## config.mk

```make
export PLATFORM = sky130hd
export DESIGN_NAME = widen_rr_arbiter
export DESIGN_NICKNAME = d
export VERILOG_FILES = /design/src/rtl/widen_rr_arbiter.sv
export SDC_FILE = /design/constraint.sdc
export NUM_CORES = 1
export LEC_CHECK = 0
export CORE_MARGIN = 8
export CORE_UTILIZATION = 32
export DETAILED_ROUTE_END_ITERATION = 8
export PLACE_DENSITY = 0.86
export SYNTH_ARGS = -nofsm -noshare
export SYNTH_HDL_FRONTEND = slang
export SYNTH_SLANG_ARGS = --single-unit
```

## constraint.sdc

```tcl
create_clock -name clk -period 1.5 [get_ports clk]
set_clock_uncertainty 0.05 [all_clocks]
set_input_delay 0.375 -clock clk [delete_from_list [all_inputs] [get_ports clk]]
set_output_delay 0.375 -clock clk [all_outputs]
set_load 0.01 [all_outputs]
```

## src/rtl/widen_rr_arbiter.sv

```systemverilog
// Round-robin arbiter feeding one widening output register with valid/ready handshake.
// WIDEN_RR_ARBITER_SIGN_EXT_EN selects sign extension; zero-fill when undefined.

module widen_rr_lane #(
  parameter int WIDTH_IN  = 4,
  parameter int WIDTH_OUT = 8
) (
  input  logic [WIDTH_IN-1:0]  d,
  output logic [WIDTH_OUT-1:0] d_ext
);
  if (WIDTH_OUT == WIDTH_IN) begin : g_pass
    assign d_ext = d;
  end else begin : g_ext
`ifdef WIDEN_RR_ARBITER_SIGN_EXT_EN
    assign d_ext = {{(WIDTH_OUT-WIDTH_IN){d[WIDTH_IN-1]}}, d};
`else
    assign d_ext = {{(WIDTH_OUT-WIDTH_IN){1'b0}}, d};
`endif
  end
endmodule

module widen_rr_arbiter #(
  parameter int NUM_REQ   = 4,
  parameter int WIDTH_IN  = 4,
  parameter int WIDTH_OUT = 8,
  localparam int SRC_W    = $clog2(NUM_REQ)
) (
  input  logic                        clk,
  input  logic                        rst,
  input  logic [NUM_REQ-1:0]          req_valid,
  input  logic [NUM_REQ*WIDTH_IN-1:0] req_data,
  output logic [NUM_REQ-1:0]          req_ready,
  output logic                        out_valid,
  output logic [WIDTH_OUT-1:0]        out_data,
  output logic [SRC_W-1:0]            out_src,
  input  logic                        out_ready
);
  typedef enum logic {EMPTY, FULL} state_t;

  state_t                             state_q, state_d;
  logic [SRC_W-1:0]                   rr_ptr;
  logic [SRC_W-1:0]                   gnt_idx;
  logic                               has_gnt;
  logic                               load;
  logic [NUM_REQ-1:0][WIDTH_OUT-1:0]  ext_data;

  for (genvar i = 0; i < NUM_REQ; i++) begin : g_lane
    widen_rr_lane #(.WIDTH_IN(WIDTH_IN), .WIDTH_OUT(WIDTH_OUT)) u_lane (
      .d     (req_data[i*WIDTH_IN +: WIDTH_IN]),
      .d_ext (ext_data[i])
    );
  end

  // Scan from rr_ptr upward with explicit wrap so non-power-of-2 NUM_REQ works.
  always_comb begin
    int idx;
    has_gnt = 1'b0;
    gnt_idx = '0;
    idx     = 0;
    for (int j = 0; j < NUM_REQ; j++) begin
      idx = int'(rr_ptr) + j;
      if (idx >= NUM_REQ) idx = idx - NUM_REQ;
      if (!has_gnt && req_valid[idx]) begin
        has_gnt = 1'b1;
        gnt_idx = SRC_W'(idx);
      end
    end
  end

  assign out_valid = (state_q == FULL);
  assign load      = !out_valid || out_ready;
  assign req_ready = (load && has_gnt && !rst) ? (NUM_REQ'(1) << gnt_idx) : '0;

  always_comb begin
    state_d = state_q;
    if (load) state_d = has_gnt ? FULL : EMPTY;
  end

  always_ff @(posedge clk) begin
    if (rst) begin
      state_q  <= EMPTY;
      out_data <= '0;
      out_src  <= '0;
      rr_ptr   <= '0;
    end else begin
      state_q <= state_d;
      if (load && has_gnt) begin
        out_data <= ext_data[gnt_idx];
        out_src  <= gnt_idx;
        rr_ptr   <= (gnt_idx == SRC_W'(NUM_REQ-1)) ? '0 : gnt_idx + 1'b1;
      end
    end
  end
endmodule

```

# After elaboration in Yosys (flattened, before gate mapping)
# Index checks and enable logic that the tools add are counted.
word_totals:
  regBits: 13
  latch_bits: 0
  ramBits: 0
  mem_bits_ro: 0
  inputBits: 23
  out_inout_bits: 15
  wordCells: 63
  mem_count: 0
op_classes:
  add_sub_neg: 8
  n_mul: 0
  div_mod_pow: 0
  n_lt_le_gt_ge: 9
  eq_ne: 1
  shifts: 1
  muxes: 29
  bitwise: 0
  n_reduce_logical: 11
ops:
  columns: ["op", "n"]
  rows:
  - ["32-bit by 4-bit < comparator with 1-bit output, second input constant", 4]
  - ["32-bit two-way mux", 4]
  - ["8-bit binary-select mux with 2-bit select", 1]
  - ["1-bit two-way mux", 13]
  - ["3-bit by 3-bit subtractor with 4-bit output, second input constant", 3]
  - ["2-bit two-way mux", 5]
  - ["3-bit greater-or-equal comparator, second input constant", 3]
  - ["1-bit binary-select mux with 2-bit select", 4]
  - ["8-bit two-way mux", 1]
  - ["2-bit by 2-bit adder with 3-bit output, second input constant", 2]
  - ["1-bit logical AND", 5]
  - ["1-bit zero test", 5]
  - ["4-bit two-way mux", 1]
  - ["1-bit by 2-bit << shifter with 4-bit output, first input constant", 1]
  - ["2-bit by 3-bit subtractor with 4-bit output, second input constant", 1]
  - ["2-bit by 1-bit adder with 3-bit output, second input constant", 1]
  - ["2-bit by 3-bit greater-or-equal comparator with 1-bit output, second input constant", 1]
  - ["2-bit by 3-bit < comparator with 1-bit output, second input constant", 1]
  - ["2-bit by 1-bit adder with 2-bit output, second input constant", 1]
  - ["2-bit == test, second input constant", 1]
  - ["1-bit logical OR", 1]

# Logic depth before layout (Yosys ltp)
# Gate-level depths: netlist of the first run.
depth:
  depth_word: 18
  depth_mapped: 7
  mapped_depth_nobuf: 5

# By module
# A second synthesis of the first run with hierarchy kept.
hier_totals:
  hier_cells: 122
  area_unflattened_um2: 1103.6
by_module_without_submodules:
  columns: ["module", "n_inst", "cells_each", "area_each_um2", "seq_area_each_um2"]
  rows:
  - ["widen_rr_arbiter", 1, 86, 848.3, 260.2]
  - ["widen_rr_lane", 4, 9, 63.8, 0.0]

# Worst setup path after synthesis of the first run
# No wires, ideal clock.
synth_timing:
  path_type: "reg-to-output"
  startpoint: "register rr_ptr[1]"
  endpoint: "output req_ready[0]"
  t_arrival_ns: 1.446
  t_required_ns: 1.075
  setup_slack_ns: -0.371
  path_stages_with_launch: 7
  cell_sequence: "dfxtp_1 > buf_6 > nand2b_1 > a21oi_1 > nor2_4 > buf_6 > nor4_1"
synth_via:
  elab_chain_cells: 18
  elab_cells_between_ends: 45
  classes_between: "add/sub: 7; order compare: 4; shift: 1; mux: 25; reduce/logical: 8"
synth_rtl:
  columns: ["item", "line_no", "source"]
  rows:
  - ["start, declared", "41", "logic [SRC_W-1:0] rr_ptr;"]
  - ["start signal, assigned", "90", "rr_ptr <= (gnt_idx == SRC_W'(NUM_REQ-1)) ? '0 : gnt_idx + 1'b1;"]
  - ["branches (longest 17 deep; another with 3-bit by 3-bit subtractor with 4-bit output)", null, null]
  - ["4-bit two-way mux (*)", "72", "assign req_ready = (load && has_gnt && !rst) ? (NUM_REQ'(1) << gnt_idx) : '0;"]
  - ["end, declared", "32", "output logic [NUM_REQ-1:0] req_ready,"]
# Mark *: on every way between the ends. The select of a mux whose other input is x is not followed.

# Worst setup path after layout of the first run
# Same ends and word-level chain as after synthesis.

==> results of run 1 <==
-- path summary, 6_finish.rpt --
check,from,slack (ps),endpoint,depth (start not counted)
setup / recovery,rr_ptr[1],-540,req_ready[0],7
hold / removal,out_src[1],410,out_src[1],2
setup reg to reg,rr_ptr[1],-360,out_data[3],9
hold reg to reg,out_src[1],410,out_src[1],2
-- critical path, stage by stage, from the launching register on --
cell     delay [ps]
dfxtp_2         340
buf_6           120
mux2i_1         120
o22ai_2         180
nor2_4           70
buf_6           140
nor4_4          220
buf_2           180
-- synth_stat cells, drive strengths merged, types with 2 or more instances --
cell | count | share of area (%)
nand3b | 4 | 5.0
buf | 7 | 10
nor4 | 3 | 3.1
mux2i | 9 | 15
dfxtp | 9 | 30
nand2b | 3 | 3.1
nand2 | 5 | 3.1
and3 | 2 | 2.1
o221ai | 4 | 5.9
o22ai | 2 | 2.1
a21oi | 6 | 5.0
a211oi | 2 | 3.4
nor2 | 4 | 3.8
-- per-stage QoR --
step	cell area [um^2]	util, %	hold slack (ps)	setup TNS, ps
6_report	1297	74.34	412.5	-3695
2_1_floorplan	659.4	-	430.5	-728.7
3_5_place_dp	1085	62.15	404.0	-10020
4_1_cts	1249	71.54	414.6	-2980
3_3_place_gp	1085	62.15	400.9	-9634
5_1_grt	1297	74.34	438.9	-4641
-- report_power, final --
part / internal [mW] / switching [mW] / total (mW)
clock: 0.102 / 0.0755 / 0.177
sequential: 0.273 / 0.0206 / 0.294
combinational: 0.306 / 0.235 / 0.541
total: 0.682 / 0.331 / 1.01
-- layer usage --
metal	share of wire, %	GRT usage [%]	wire length, um
met5	0	0	0
met3	5.5	3.254	145
met4	0.77	6.826	20
met1	38	14.67	993
met2	56	26.50	1455
-- sequential cells by signal, summed over array words and instances, names as in the netlist --
signal and count:
out_src 2, rr_ptr 2, out_valid 1, out_data 4
-- cells by family after synthesis --
logic type / share of synthesized area [%]
flip-flops: 30.19
buffers and inverters: 11.32
multiplexers: 15.09
other: 0.6283
AO/OA/AOI/OAI: 19.08
XOR/XNOR: 1.468
AND/OR/NAND/NOR: 22.22
-- timing repair --
action                                  CTS  global route
pin swaps                                11             8
resized for setup                        57             6
buffers inserted                         11             4
endpoints found under the setup margin   19            11
-- layout make-up --
type                       count  area, um^2  share of cell area [%]
tap                           25       31.28                   2.411
clock buffer                   4       26.28                   2.025
multi-input combinational     53       485.5                   37.42
timing repair buffer          64       566.8                   43.68
inverter                       1       3.754                  0.2893
sequential                     9       183.9                   14.18
==> metrics.yaml, run 1 <==
status: "finished with violations"
violations: "negative setup slack"
chipWidth_um: 59.19
initial_core_util_pct: 34.19
rsz0062_at_grt: "yes"
layout-drive-gt1-share_pct: 48.09
grt.total_usage_pct: 14.35
placed_cells: 138
grt_max_degree: 9
cts_tree: "done"
cp-start-kind: "register"
ant_nets: 0
ir_drop_mv: 0.6476
crit_fanout: 4
synth-edff-count: 0
power_mw: 1.012
final_cell_mix: "buf_4 (24), clkdlybuf4s50_1 (17), mux2i_1 (8), dlygate4sd2_1 (8), buf_6 (8)"
power.density_nw_per_um2: 780.2
path_class: "register to output port"
coreArea_um2: 1745
antenna_found_initial: 0
clkLatencyLatePin_ps: 250
yosys.cell_types.count: 24
root_buffer: "clkbuf_4"
drt_wl_total_um: 2614
diodes: 0
ys_ff_latch: 9
final_common_cell: "buf_4"
holdBufCountCts: 0
required_ps: 1070
place.gp.congestion: 0.8533
fmax_mhz: 489.0
drt_first_pass_iters: 4
ys_dominant_reg_cell: "dfxtp_1"
core.rowCount: 15
min_period_ps: 2045
cts_made_buffers: 3
critPathArrivalTime_ps: 1620
grt.overflow.total: 0
clkTransAtPathRegs_ps: 60
syn_to_final_growth_pct: 117.4
first_global_vias: 826
grt_pass1_wl_um: 3829
drc: 0
die_h_um: 59.19
min_path_type: "register to register"
maxSlewViolCount: 0
fillers: 126
hpwl_um: 1783
wl_per_cell_um: 16.76
finalCritPeriodShare_pct: 136.3
port_buffers: 33
drt_iter0_drc: 18
cap_viol_max_count: 0
ctsLongestPathBuffers: 2
post-place-ws_ps: -1195
syn_avg_cell_area_um2: 8.777
final_nets: 155
num_vias: 765
ys_seq_area_share_pct: 30.19
fin_cells: 156
p_leak_nw: 0.5774
synthArstFlopShare_pct: 0
yosysWarnings: 0
worst_slack_ps: -545.0
numClockSinks: 9
hold_viol_final: 0
io_pins: 38
die_area_um2: 3503
synthCells: 68
via_per_inst: 4.904
htree_levels: 1
finalSetupViolCount: 11
synth_area_um2: 596.8
crit_path_end_kind: "output port"
Note: power is estimated with default switching activity, not from simulation.
==> inputs of run 2 (changes only) <==
--- a/config.mk
+++ b/config.mk
@@ -8,6 +8,7 @@
 export CORE_MARGIN = 8
 export CORE_UTILIZATION = 32
 export DETAILED_ROUTE_END_ITERATION = 8
+export GPL_TIMING_DRIVEN = 1
 export PLACE_DENSITY = 0.86
 export SYNTH_ARGS = -nofsm -noshare
 export SYNTH_HDL_FRONTEND = slang
==> results of run 2 <==
Final layout, timing and power as in run 1 (identical DEF).
